===== src/rtl/seg7_pkg.sv =====
// Shared types and the segment encoder for the seven-segment up/down counter.
package seg7_pkg;
  typedef enum logic {IDLE, PRESSED} debounce_state_t;
  typedef enum logic [1:0] {RATE0, RATE1, RATE2} scan_rate_t;

  localparam logic [6:0] SEG_BLANK = 7'b0000000;

  // Segments a..g, a at the MSB, 1 = lit.
  function automatic logic [6:0] seg7_encode(input logic [3:0] d);
    logic [6:0] s;
    case (d)
      4'h0: s = 7'b1111110;
      4'h1: s = 7'b0110000;
      4'h2: s = 7'b1101101;
      4'h3: s = 7'b1111001;
      4'h4: s = 7'b0110011;
      4'h5: s = 7'b1011011;
      4'h6: s = 7'b1011111;
      4'h7: s = 7'b1110000;
      4'h8: s = 7'b1111111;
      4'h9: s = 7'b1111011;
      4'hA: s = 7'b1110111;
      4'hB: s = 7'b0011111;
      4'hC: s = 7'b1001110;
      4'hD: s = 7'b0111101;
      4'hE: s = 7'b1001111;
      default: s = 7'b1000111;
    endcase
    return s;
  endfunction
endpackage


===== src/rtl/button_debouncer.sv =====
// Tick-sampled button debouncer: one press pulse per accepted press, none on release.
module button_debouncer import seg7_pkg::*; #(
  parameter int DEBOUNCE_LEN = 32
) (
  input  logic clk,
  input  logic rst_n,
  input  logic tick,
  input  logic btn,
  output logic press
);
  logic [DEBOUNCE_LEN-1:0] shreg, shreg_nx;
  debounce_state_t         state;

  assign shreg_nx = {shreg[DEBOUNCE_LEN-2:0], btn};
  // Decoded from the incoming sample so the count updates on the accepting tick edge.
  assign press    = tick && (state == IDLE) && (&shreg_nx);

  always_ff @(posedge clk or negedge rst_n) begin
    if (!rst_n) begin
      shreg <= '0;
      state <= IDLE;
    end else if (tick) begin
      shreg <= shreg_nx;
      if (state == IDLE && (&shreg_nx))
        state <= PRESSED;
      else if (state == PRESSED && !(|shreg_nx))
        state <= IDLE;
    end
  end
endmodule


===== src/rtl/seg7_updown_counter.sv =====
// Multi-digit hex/BCD up/down counter driving a multiplexed common-cathode display.
module seg7_updown_counter import seg7_pkg::*; #(
  parameter int NUM_DIGITS   = 4,
  parameter int TICK_DIV     = 15,
  parameter int DEBOUNCE_LEN = 32,
  parameter int SCAN_BIT0    = 15,
  parameter int SCAN_BIT1    = 19,
  parameter int SCAN_BIT2    = 25,
  parameter int PRESC_W      = 26
) (
  input  logic                    clk,
  input  logic                    rst_n,
  input  logic                    inc,
  input  logic                    dec,
  input  logic                    ss,
  input  logic                    mode_bcd,
  input  logic                    blank_lz,
  output logic [NUM_DIGITS-1:0]   grounds,
  output logic [6:0]              display,
  output logic [4*NUM_DIGITS-1:0] value
);
  localparam int IDX_W = $clog2(NUM_DIGITS);

  logic [PRESC_W-1:0]         presc;
  logic                       tick;
  logic [2:0]                 btns, presses;
  logic                       press_inc, press_dec, press_ss;
  logic [NUM_DIGITS-1:0][3:0] digits, digits_nx;
  logic [3:0]                 dmax;
  logic                       carry, mode_q;
  scan_rate_t                 scan_sel, scan_sel_nx;
  logic                       sel_bit, sel_q, scan_edge;
  logic [IDX_W-1:0]           idx, idx_nx;
  logic [NUM_DIGITS-1:0]      upper_zero;
  logic                       zacc;

  function automatic logic rate_bit(input scan_rate_t r, input logic [PRESC_W-1:0] p);
    case (r)
      RATE1:   return p[SCAN_BIT1];
      RATE2:   return p[SCAN_BIT2];
      default: return p[SCAN_BIT0];
    endcase
  endfunction

  assign tick = &presc[TICK_DIV-1:0];
  assign btns = {ss, dec, inc};
  assign {press_ss, press_dec, press_inc} = presses;

  for (genvar g = 0; g < 3; g++) begin : g_db
    button_debouncer #(.DEBOUNCE_LEN(DEBOUNCE_LEN)) u_db (
      .clk(clk), .rst_n(rst_n), .tick(tick), .btn(btns[g]), .press(presses[g])
    );
  end

  // Ripple carry/borrow; simultaneous inc and dec cancel out.
  always_comb begin
    digits_nx = digits;
    dmax      = mode_bcd ? 4'd9 : 4'd15;
    carry     = 1'b1;
    if (press_inc ^ press_dec) begin
      for (int i = 0; i < NUM_DIGITS; i++) begin
        if (carry) begin
          if (press_inc) begin
            if (digits[i] >= dmax) digits_nx[i] = 4'd0;
            else begin digits_nx[i] = digits[i] + 4'd1; carry = 1'b0; end
          end else begin
            if (digits[i] == 4'd0) digits_nx[i] = dmax;
            else begin digits_nx[i] = digits[i] - 4'd1; carry = 1'b0; end
          end
        end
      end
    end
  end

  always_comb begin
    scan_sel_nx = scan_sel;
    if (press_ss) begin
      case (scan_sel)
        RATE0:   scan_sel_nx = RATE1;
        RATE1:   scan_sel_nx = RATE2;
        default: scan_sel_nx = RATE0;
      endcase
    end
  end

  // Edge history follows the newly selected bit so a rate change cannot fake an edge.
  assign sel_bit   = rate_bit(scan_sel, presc);
  assign scan_edge = sel_bit && !sel_q && !press_ss;
  assign idx_nx    = !scan_edge ? idx :
                     (idx == IDX_W'(NUM_DIGITS - 1)) ? '0 : idx + IDX_W'(1);

  always_comb begin
    zacc       = 1'b1;
    upper_zero = '0;
    for (int i = NUM_DIGITS - 1; i >= 0; i--) begin
      zacc          = zacc && (digits[i] == 4'd0);
      upper_zero[i] = zacc;
    end
  end

  always_ff @(posedge clk or negedge rst_n) begin
    if (!rst_n) begin
      presc    <= '0;
      digits   <= '0;
      mode_q   <= 1'b0;
      scan_sel <= RATE0;
      sel_q    <= 1'b0;
      idx      <= '0;
      grounds  <= ~NUM_DIGITS'(1);
      display  <= seg7_encode(4'd0);
    end else begin
      presc    <= presc + PRESC_W'(1);
      mode_q   <= mode_bcd;
      digits   <= (mode_bcd != mode_q) ? '0 : digits_nx;
      scan_sel <= scan_sel_nx;
      sel_q    <= rate_bit(scan_sel_nx, presc);
      idx      <= idx_nx;
      grounds  <= ~(NUM_DIGITS'(1) << idx_nx);
      display  <= (blank_lz && idx_nx != '0 && upper_zero[idx_nx]) ? SEG_BLANK
                                                                   : seg7_encode(digits[idx_nx]);
    end
  end

  assign value = digits;
endmodule


===== config.mk =====
export PLATFORM = sky130hd
export DESIGN_NAME = seg7_updown_counter
export DESIGN_NICKNAME = d
export VERILOG_FILES = /design/src/rtl/seg7_pkg.sv /design/src/rtl/button_debouncer.sv /design/src/rtl/seg7_updown_counter.sv
export SDC_FILE = /design/constraint.sdc
export NUM_CORES = 1
export LEC_CHECK = 0
export CORE_MARGIN = 2
export CORE_UTILIZATION = 35
export DETAILED_ROUTE_END_ITERATION = 12
export PLACE_DENSITY = 0.48
export SETUP_SLACK_MARGIN = 0.3
export SLEW_MARGIN = 40
export SYNTH_ARGS = -nofsm -noshare
export SYNTH_HDL_FRONTEND = slang
export SYNTH_SLANG_ARGS = --single-unit

===== constraint.sdc =====
create_clock -name clk -period 4.2 [get_ports clk]
set_input_delay 0.63 -clock clk [delete_from_list [all_inputs] [get_ports clk]]
set_output_delay 0.63 -clock clk [all_outputs]
set_load 0.01 [all_outputs]

==> results.py <==
metrics = {
    "synthesis": {
        "syn-num-nets": 938,
        "ys_seq_elements": 155,
        "yosysUniqueCellTypes": 67,
        "yosysMostFrequentCell": "nand2_1",
        "ys_warn_count": 0,
        "synth_area_leaders": "dfrtp_1, nand2_1, ha_1",
        "async_flop_share_pct": 100,
        "synth_area_leader_cell": "dfrtp_1",
        "postSynthCellCount": 901,
        "synth_edf_count": 0,
        "syn_area_um2": 7930,
        "synthTopCellsByCount": "nand2_1, dfrtp_1, nand4_1",
        "yosysSeqAreaShare_pct": 49.0,
        "ys.flop_type": "dfrtp_1",
        "syn_area_per_cell_um2": 8.80,
        "synth_top_area_share_pct": 46.1,
    },
    "detailed_routing": {
        "drc": 0,
        "drt_wl_total_um": 18300,
        "dr.first_iter.drc_count": 347,
        "wl_per_cell_um": 14.8,
        "via_count": 6256,
        "via_per_inst": 5.07,
        "drtPass1Iterations": 4,
        "drtAntennaViolNets": 0,
    },
    "sta": {
        "rsz0062_at_grt": "false",
        "finalSetupViolations": 0,
        "skew_ns": 0.0140,
        "final.setup.tns_ns": 0,
        "finalCritPeriodShare_pct": 79.0,
        "tightest_slew_ns": 0.704,
        "fin_crit_ns": 3.32,
        "slew_viol_final": 0,
        "hold_viol_final": 0,
        "fmax_mhz": 302,
        "slew_headroom_pct": 53.0,
    },
    "clock_tree": {
        "cts_max_path_buffers": 2,
        "cts.sinks": 155,
        "cts-root-buf": "clkbuf_16",
        "h-tree-depth": 4,
        "clkLatencyLatePin_ns": 0.43,
        "cts_buffers": 17,
        "cts_tree": "yes",
        "clk_pin_slew_ns": 0.07,
        "cts_resized": 0,
        "hold_buffers": 0,
        "post_cts_buffers": 0,
    },
    "floorplanning": {
        "die_area_um2": 23900,
        "rows": 55,
        "die_w_um": 155,
        "die_h_um": 155,
        "core_um2": 22400,
        "initial_core_util_pct": 35.4,
        "pin_count": 34,
    },
    "finish": {
        "nets": 972,
        "n_antenna_cell": 0,
        "final_core_utilization_pct": 41.0,
        "layout-drive-gt1-share_pct": 8.33,
        "syn_to_final_growth_pct": 16.1,
    },
    "worst_setup_path": {
        "path_buf_inv": 3,
        "cp-start-kind": "input pin",
        "cp-end-kind": "flip-flop",
        "cp.arrival_ns": 3.64,
        "path_delay_family": "simple AND/OR/NAND/NOR gates",
        "cpMaxStageDelayCell": "clkdlybuf4s50_1",
        "critPathMaxStageDelay_ns": 0.52,
        "required_ns": 4.52,
        "crit_type": "input pin to flip-flop",
        "crit_chain": "clkdlybuf4s50_1 -> nand4_1 -> nor4_1 -> buf_4 -> and4b_2 -> or4_4 -> and2_1 -> mux2i_1 -> inv_1 -> ha_1 -> mux2_1 -> a221oi_1",
        "cp_max_fo": 9,
    },
    "pwr": {
        "powerDensity_nw_per_um2": 342,
        "power.leakage_nw": 4.38,
        "vdd_ir_drop_max_v": 0.000238,
        "total_power_mw": 3.15,
    },
    "global_route": {
        "grt_max_degree": 91,
        "antenna_found_initial": 0,
        "overflow": 0,
        "track_usage_pct": 16.2,
        "grt_pass1_vias": 6014,
        "grt_pass1_wl_um": 31400,
    },
    "place": {
        "hpwl_um": 12000,
        "place.gp.congestion": 0.766,
        "io_buffer_count": 33,
    },
    "run_status": {
        "status": "complete, no violations",
    },
    "job": {
        "cap_violations": 0,
    },
    "worst_hold_path": {
        "hp-class": "input pin to async pin",
    },
}
## metal layers
layer,GRT usage [%],up-vias,share of wire (%)
li1,-,3169,-
met1,23.1,2996,50
met2,25.0,76,46
met3,3.17,15,2.8
met4,4.67,0,1.1
met5,0,-,0
## sequential cells by signal, indices dropped and copies added, names as in the netlist
name             flops
g_db.u_db.shreg     93
scan_sel             2
mode_q               1
presc               26
display              7
idx                  2
grounds              4
value               16
g_db.u_db.state      3
sel_q                1
## metrics by stage
step | setup WS, ns | std cells | hold WS (ns) | cell area, um2
2_1_floorplan | 1.04 | 901 | 0.334 | 7930
3_3_place_gp | 0.473 | 1201 | 0.453 | 8600
3_5_place_dp | 0.432 | 1201 | 0.455 | 8610
4_1_cts | 0.882 | 1233 | 0.255 | 9210
5_1_grt | 0.546 | 1233 | 0.274 | 9210
6_report | 0.884 | 1233 | 0.214 | 9210
## cell type report
class	count	area (um2)
repair buffers	47	457
clock buffers	19	443
well taps	285	357
inverters	24	90.1
clock inverters	13	156
flip-flops and latches	155	3890
multi-input cells	690	3810
fillers	2250	13200
## cell families (layout without fill, tap and decap cells)
family	Yosys count	after routing	synth area share, %
AND/OR/NAND/NOR	510	510	29.5
flip-flops	155	155	49.0
AO/OA/AOI/OAI	113	113	9.39
buffers and inverters	56	103	2.97
adder cells (fa/ha/maj)	30	30	4.73
XOR/XNOR	28	28	3.09
multiplexers	9	9	1.29
## worst paths after layout
| path | from | end | slack (ns) | cells after the start |
|---|---|---|---|---|
| setup / recovery | ss | display[0] | 0.88 | 12 |
| hold / removal | rst_n | g_db[0].u_db.shreg[9] | 0.21 | 1 |
| setup reg to reg | scan_sel[0] | display[6] | 0.88 | 12 |
| hold reg to reg | presc[22] | presc[22] | 0.46 | 1 |
| max in group asynchronous | rst_n | presc[13] | 3.16 | 2 |
| min in group clk | presc[22] | presc[22] | 0.46 | 1 |
## worst reg2reg max path, stage by stage, from the launching register on
cell and delay [ns]:
dfrtp_1 0.41, inv_1 0.08, ha_1 0.31, nor2_1 0.05, a211oi_2 0.38, inv_2 0.08, or4_4 0.44, and2_1 0.28
a32oi_2 0.55, buf_4 0.23, nand2b_1 0.15, o22ai_1 0.10, a31o_1 0.18
## where the power goes
group | internal [mW] | leakage [nW] | switching (mW) | total, mW
Clock | 0.908 | 0.286 | 0.673 | 1.58
Combinational | 0.0217 | 2.01 | 0.0488 | 0.0705
Sequential | 1.50 | 2.09 | 0.000882 | 1.50
Total | 2.43 | 4.38 | 0.723 | 3.15
## cell usage in the layout (no fill, tap or decap), types with 3 or more instances in the layout
cell             instances
a211oi_1                 3
a211oi_2                 3
a21o_1                   6
a21oi_1                 30
a22oi_1                  4
a32oi_1                  3
and2_1                   4
and3_1                   9
buf_4                   12
clkbuf_16               17
clkdlybuf4s50_1         32
clkinvlp_4               3
dfrtp_1                146
dfstp_2                  9
ha_1                    30
inv_1                   22
inv_8                    3
mux2i_1                  5
nand2_1                323
nand3_1                 27
nand4_1                 39
nand4b_1                 5
nor2_1                  32
nor2b_1                  6
nor3_1                   8
nor3b_1                  4
nor4_1                  28
o211ai_1                 3
o21ai_0                 28
o21ai_1                  8
or2_2                    5
or3_1                    5
xnor2_1                 20
xor2_1                   8
No activity file was read; power rests on OpenSTA's default activity.
